--- config.mk ---
export PLATFORM = sky130hd
export DESIGN_NAME = mux_4x1_rr_arbiter
export DESIGN_NICKNAME = d
export VERILOG_FILES = /design/src/rtl/mux_4x1_rr_arbiter_pkg.sv /design/src/rtl/mux_4x1_rr_arbiter_rr_pick4.sv /design/src/rtl/mux_4x1_rr_arbiter.sv
export SDC_FILE = /design/constraint.sdc
export NUM_CORES = 1
export LEC_CHECK = 0
export BUFFER_PORTS_ARGS = -buffer_cell sky130_fd_sc_hd__buf_2
export CORE_AREA = 2 2 43 45
export CTS_BUF_LIST = sky130_fd_sc_hd__clkbuf_4
export DETAILED_ROUTE_END_ITERATION = 8
export DIE_AREA = 0 0 45 47
export MAX_ROUTING_LAYER = met4
export PLACE_DENSITY = 0.82
export SYNTH_ARGS = -nofsm -noshare
export SYNTH_HDL_FRONTEND = slang
export SYNTH_SLANG_ARGS = --single-unit
--- constraint.sdc ---
create_clock -name clk -period 3 [get_ports clk]
set_clock_uncertainty 0.05 [all_clocks]
set_input_delay 0.3 -clock clk [delete_from_list [all_inputs] [get_ports clk]]
set_output_delay 0.3 -clock clk [all_outputs]
set_load 0.02 [all_outputs]
--- src/rtl/mux_4x1_rr_arbiter_pkg.sv ---
// ---------------------------------------------------------------------------
// mux_4x1_rr_arbiter_pkg
// Shared constants and types for the round-robin 4:1 mux arbiter.
//   N_REQ : number of requesters sharing the mux
//   IDX_W : width of a requester index / select value
//   idx_t : requester index type (also the {s1,s0} select encoding)
// ---------------------------------------------------------------------------
package mux_4x1_rr_arbiter_pkg;
    localparam int N_REQ = 4;
    localparam int IDX_W = 2;

    typedef logic [IDX_W-1:0] idx_t;
endpackage

--- src/rtl/mux_4x1_rr_arbiter_rr_pick4.sv ---
// ---------------------------------------------------------------------------
// rr_pick4
// Purely combinational round-robin picker for four requesters.
// The search starts at ptr and walks ptr+1, ptr+2, ptr+3 (mod 4); the first
// index with req set wins.
//   req[3:0]    : request vector
//   ptr[1:0]    : index with highest priority this cycle
//   any         : at least one request is set
//   winner[1:0] : chosen index (only meaningful when any is high)
// ---------------------------------------------------------------------------
module rr_pick4
    import mux_4x1_rr_arbiter_pkg::*;
(
    input  logic [3:0] req,
    input  logic [1:0] ptr,
    output logic       any,
    output logic [1:0] winner
);

    logic [N_REQ-1:0] rot;
    idx_t             off;

    // Rotate so that bit 0 of rot is the requester at ptr, then take the
    // lowest set bit; adding ptr back un-rotates the offset into an index.
    always_comb begin
        rot = '0;
        off = '0;
        for (int j = 0; j < N_REQ; j++) begin
            rot[j] = req[idx_t'(ptr + idx_t'(j))];
        end
        for (int j = N_REQ - 1; j >= 0; j--) begin
            if (rot[j]) begin
                off = idx_t'(j);
            end
        end
    end

    assign any    = |req;
    assign winner = ptr + off;

endmodule

--- src/rtl/mux_4x1_rr_arbiter.sv ---
// ---------------------------------------------------------------------------
// mux_4x1_rr_arbiter
// Shares one 4:1 word mux between four requesters with round-robin
// arbitration and registers the chosen word into a single output slot with
// a valid/ready handshake.
//   clk, rst_n          : clock, asynchronous active-low reset
//   req[3:0]            : per-requester request (data valid)
//   i0..i3 [WIDTH-1:0]  : requester data words
//   ack[3:0]            : one-hot, combinational; word k captured this edge
//   out [WIDTH-1:0]     : registered selected word
//   out_valid           : out holds an undelivered word
//   out_ready           : consumer takes out this cycle
//   s1, s0              : registered index of the word held in out
// ---------------------------------------------------------------------------
module mux_4x1_rr_arbiter
    import mux_4x1_rr_arbiter_pkg::*;
#(
    parameter int WIDTH = 4
) (
    input  logic             clk,
    input  logic             rst_n,
    input  logic [3:0]       req,
    input  logic [WIDTH-1:0] i0,
    input  logic [WIDTH-1:0] i1,
    input  logic [WIDTH-1:0] i2,
    input  logic [WIDTH-1:0] i3,
    output logic [3:0]       ack,
    output logic [WIDTH-1:0] out,
    output logic             out_valid,
    input  logic             out_ready,
    output logic             s0,
    output logic             s1
);

    idx_t             ptr;
    idx_t             winner_p0;
    logic             any_p0;
    logic             cap_p0;
    logic [WIDTH-1:0] word_p0;

    logic [WIDTH-1:0] out_p1;
    idx_t             sel_p1;
    logic             vld_p1;

    // ---- stage p0: arbitration, data mux, handshake decode ----
    rr_pick4 u_pick (
        .req    (req),
        .ptr    (ptr),
        .any    (any_p0),
        .winner (winner_p0)
    );

    // Slot can take a word when empty or when it is being drained now.
    assign cap_p0 = !vld_p1 || out_ready;

    always_comb begin
        case (winner_p0)
            2'd0:    word_p0 = i0;
            2'd1:    word_p0 = i1;
            2'd2:    word_p0 = i2;
            default: word_p0 = i3;
        endcase
    end

    // rst_n gates ack so nothing is handed off while the slot is in reset.
    always_comb begin
        ack = '0;
        if (rst_n && cap_p0 && any_p0) begin
            ack[winner_p0] = 1'b1;
        end
    end

    // ---- stage p1: output slot and priority pointer ----
    always_ff @(posedge clk or negedge rst_n) begin
        if (!rst_n) begin
            out_p1 <= '0;
            sel_p1 <= '0;
            vld_p1 <= 1'b0;
            ptr    <= '0;
        end else if (cap_p0) begin
            if (any_p0) begin
                out_p1 <= word_p0;
                sel_p1 <= winner_p0;
                vld_p1 <= 1'b1;
                ptr    <= winner_p0 + idx_t'(1);
            end else if (out_ready) begin
                vld_p1 <= 1'b0;
            end
        end
    end

    assign out       = out_p1;
    assign out_valid = vld_p1;
    assign s1        = sel_p1[1];
    assign s0        = sel_p1[0];

endmodule

==> key figures <==
Clocking
  – Clock Tree Buf Depth: 2
  – Clock transition at path regs: 60 ps
  – H-tree depth: 1
  – TritonCTS clock tree: yes
  – Inserted Clock Buffers: 3
  – CTS sink cnt: 9
  – Worst-Skew Late Latency: 260 ps
  – Cell chosen for the clock root: clkbuf_4

Critical path
  – Worst stage delay on the critical path: 420 ps
  – Required time of the worst setup path: 2650 ps
  – Worst R2R Setup Slack: 410 ps
  – Worst reg2reg path endpoint: out[1]
  – Critical Path Source Type: flip-flop
  – Buf/Inv on CP: 3
  – WP depth: 11
  – Worst path cell trace: inv_1 > o32a_1 > a21oi_1 > ha_2 > xor2_2 > nand3_2 > nor2b_4 > inv_4 > ha_4 > and3_1 > buf_2
  – Crit path max-delay family: compound AO/OA/AOI/OAI gates
  – Crit path DAT: 2500 ps
  – Worst setup EP type: output pin
  – Worst reg2reg startpoint: ptr[1]
  – Worst setup path endpoint: ack[2]
  – Critical-path top delay cell: dfrtp_2
  – Type of the worst setup path: reg -> out
  – CP Max Fanout: 6
  – CP Launch Point: ptr[1]
  – R2R depth: 11

STA
  – Crit path time final: 2850 ps
  – Final worst slack: 151 ps
  – Worst-Margin Slew: roughly 450 ps
  – # setup viols final: 0
  – Slew margin rel.: 69.4%
  – Period utilization: 95.0%
  – Pins Over Slew Limit: 0
  – Max Fclk: 351 MHz
  – Hold Vio Cnt, Final: 0

Synthesis
  – Synth top area cells: dfrtp_1 (30%), ha_1 (6.7%), nand4bb_1 (6.1%)
  – Syn nets: 109
  – Synth area leader: dfrtp_1
  – #FFs+latches synth: 9
  – Post-Synthesis Cells: 82
  – Mapped cell area: 742 µm²
  – Seq/Total Area, Yosys: 30.4%
  – Synth top area share: 30.4%
  – Synth cell types: 31
  – Yosys warning count: 0
  – Avg Inst Size Synth: 9.05 µm²

Routing
  – WL/cell: 14.1 µm
  – Detailed-route DRC error count: 0
  – Vias per cell: 5.81
  – Via count: 779
  – Total iterations of the first detailed-routing run: 4
  – Routed wire length: 1890 µm
  – Antenna Nets Post-Route: 0
  – Detailed Route Iter0 Violations: 4

GRT
  – First-pass GRT wire length: 2860 µm
  – Vias in the first global route: 710
  – Pin count of the biggest net entering global routing: 22
  – Total GRT Usage: 19.1%
  – Initial antenna violation count: 0
  – Aggregate global routing overflow: 0

Cells and area
  – P&R area growth vs syn: 33.4%
  – Leading cell type in the layout, fill and taps excluded: buf_2
  – Final nets: 145
  – Most frequent cells in the layout: buf_2 (33), dfrtp_1 (8), a21oi_1 (6), o21ai_0 (6)
  – # diodes: 0
  – Layout cell share with drive strength beyond 1: 47.0%
  – Layout Cells excl Fill: 134

Placement
  – I/O Buffers: 33
  – HPWL Detailed: 1380 µm
  – Gpl congestion: 0.770
  – Placed instance count: 128
  – Placement Setup Slack: around 190 ps

Floorplan
  – Vert. Die Dim: 47 µm
  – Die W: 45 µm
  – Rows: 15
  – # IOs: 34
  – Core ar.: 1650 µm²
  – Die area: 2120 µm²
  – Initial core utilization: 44.9%

Outcome
  – Status: finished, final reports clean

Min path
  – Hold Path Class: in -> reg

Pwr
  – Pwr dens: around 1200 nW/µm²
  – Leakage: 0.000460 µW
  – Maximum vdd ir drop: approximately 0.68 mV

Flow run
  – Max-cap violations: 0
## what timing repair did
item	4_1_cts	5_1_grt
buffers inserted	0	1
gates resized for setup	3	6
endpoints found under the hold margin	9	0
hold buffers	1	0
pin swaps	0	2
endpoints found under the setup margin	2	2
## power breakdown
group | leakage [µW] | internal, µW | total (µW) | switching, µW
sequential | 0.0000994 | 183 | 228 | 45.1
combinational | 0.000342 | 367 | 823 | 455
clock | 0.0000184 | 60.3 | 103 | 42.7
## cells by family after synthesis
kind of cell / share of synthesized area, %
buf+inv: 6.74
fa+ha+maj: 6.75
simple gates: 28.3
compound gates: 21.6
xor+xnor: 1.18
mux: 5.06
flops: 30.4
## metrics by stage
step / hold WS (ps) / power, µW / utilization (%) / cell area (µm²) / TNS [ps]
finish: 171 / 1150 / 59.9 / 990 / 0
global route: 203 / 1240 / 59.9 / 990 / -7.32
floorplan: -45.6 / 785 / - / 742 / 0
CTS: 173 / 1080 / 58.3 / 962 / 0
detailed placement: 126 / 953 / 55.0 / 908 / 0
global placement: 123 / 926 / 55.0 / 908 / 0
## per-layer routing
| metal | wire length [µm] | part of all wire, % | GRT usage (%) |
|---|---|---|---|
| met3 | 133 | 7.0 | 5.00 |
| met1 | 747 | 40 | 21.0 |
| met5 | 0 | 0 | - |
| met2 | 998 | 53 | 34.0 |
| met4 | 8 | 0.42 | 5.29 |
## worst min-delay path by stage
stage | endpoint | cells after the start | slack [ps] | startpoint
after global routing | out_valid | 2 | 200 | out_ready
after global placement | out[3] | 1 | 120 | rst_n
after floorplan | out[0] | 0 | -50 | rst_n
final | out_valid | 2 | 170 | out_ready
after detailed placement | out[2] | 1 | 130 | rst_n
after CTS | out_valid | 2 | 170 | out_ready
## state kept, by name, indices dropped and copies added, names as in the netlist
register / flops
sel_p1: 2
out: 4
ptr: 2
out_valid: 1
## layout make-up
class	instances	area (µm²)
clock buffer	4	30.0
fill	146	662
inverter	6	25.0
multi-input combinational	62	497
sequential	9	226
tap	17	21.3
timing repair buffer	36	190
## cells in the mapped netlist
| master | number |
|---|---|
| mux2_2 | 2 |
| nor4_1 | 1 |
| buf_6 | 1 |
| mux2_4 | 1 |
| nand2_1 | 3 |
| nand3b_1 | 4 |
| nor2b_4 | 1 |
| a21oi_2 | 1 |
| nor3_1 | 2 |
| nand4bb_1 | 4 |
| and2b_2 | 1 |
| o32a_1 | 1 |
| a32oi_2 | 1 |
| ha_1 | 4 |
| dfrtp_1 | 9 |
| nor3b_1 | 3 |
| a31oi_1 | 4 |
| nor3_2 | 2 |
| a21oi_1 | 6 |
| or2_1 | 1 |
| inv_1 | 5 |
| and3_1 | 2 |
| inv_2 | 1 |
| nand3_1 | 1 |
| a221oi_1 | 4 |
| clkbuf_1 | 2 |
| xor2_1 | 1 |
| buf_1 | 1 |
| nor2_1 | 5 |
| buf_2 | 1 |
| o21ai_0 | 7 |
## worst register-to-register path: stages (launching register included)
cell      delay, ps
dfrtp_2         420
inv_1            70
o32a_1          330
a21oi_1         160
ha_2            210
xor2_2          190
a21oi_2          90
nor2b_4         210
inv_4            70
ha_1            310
a221oi_1        260
a31oi_1         120
Power figures use the tool's default switching activity.
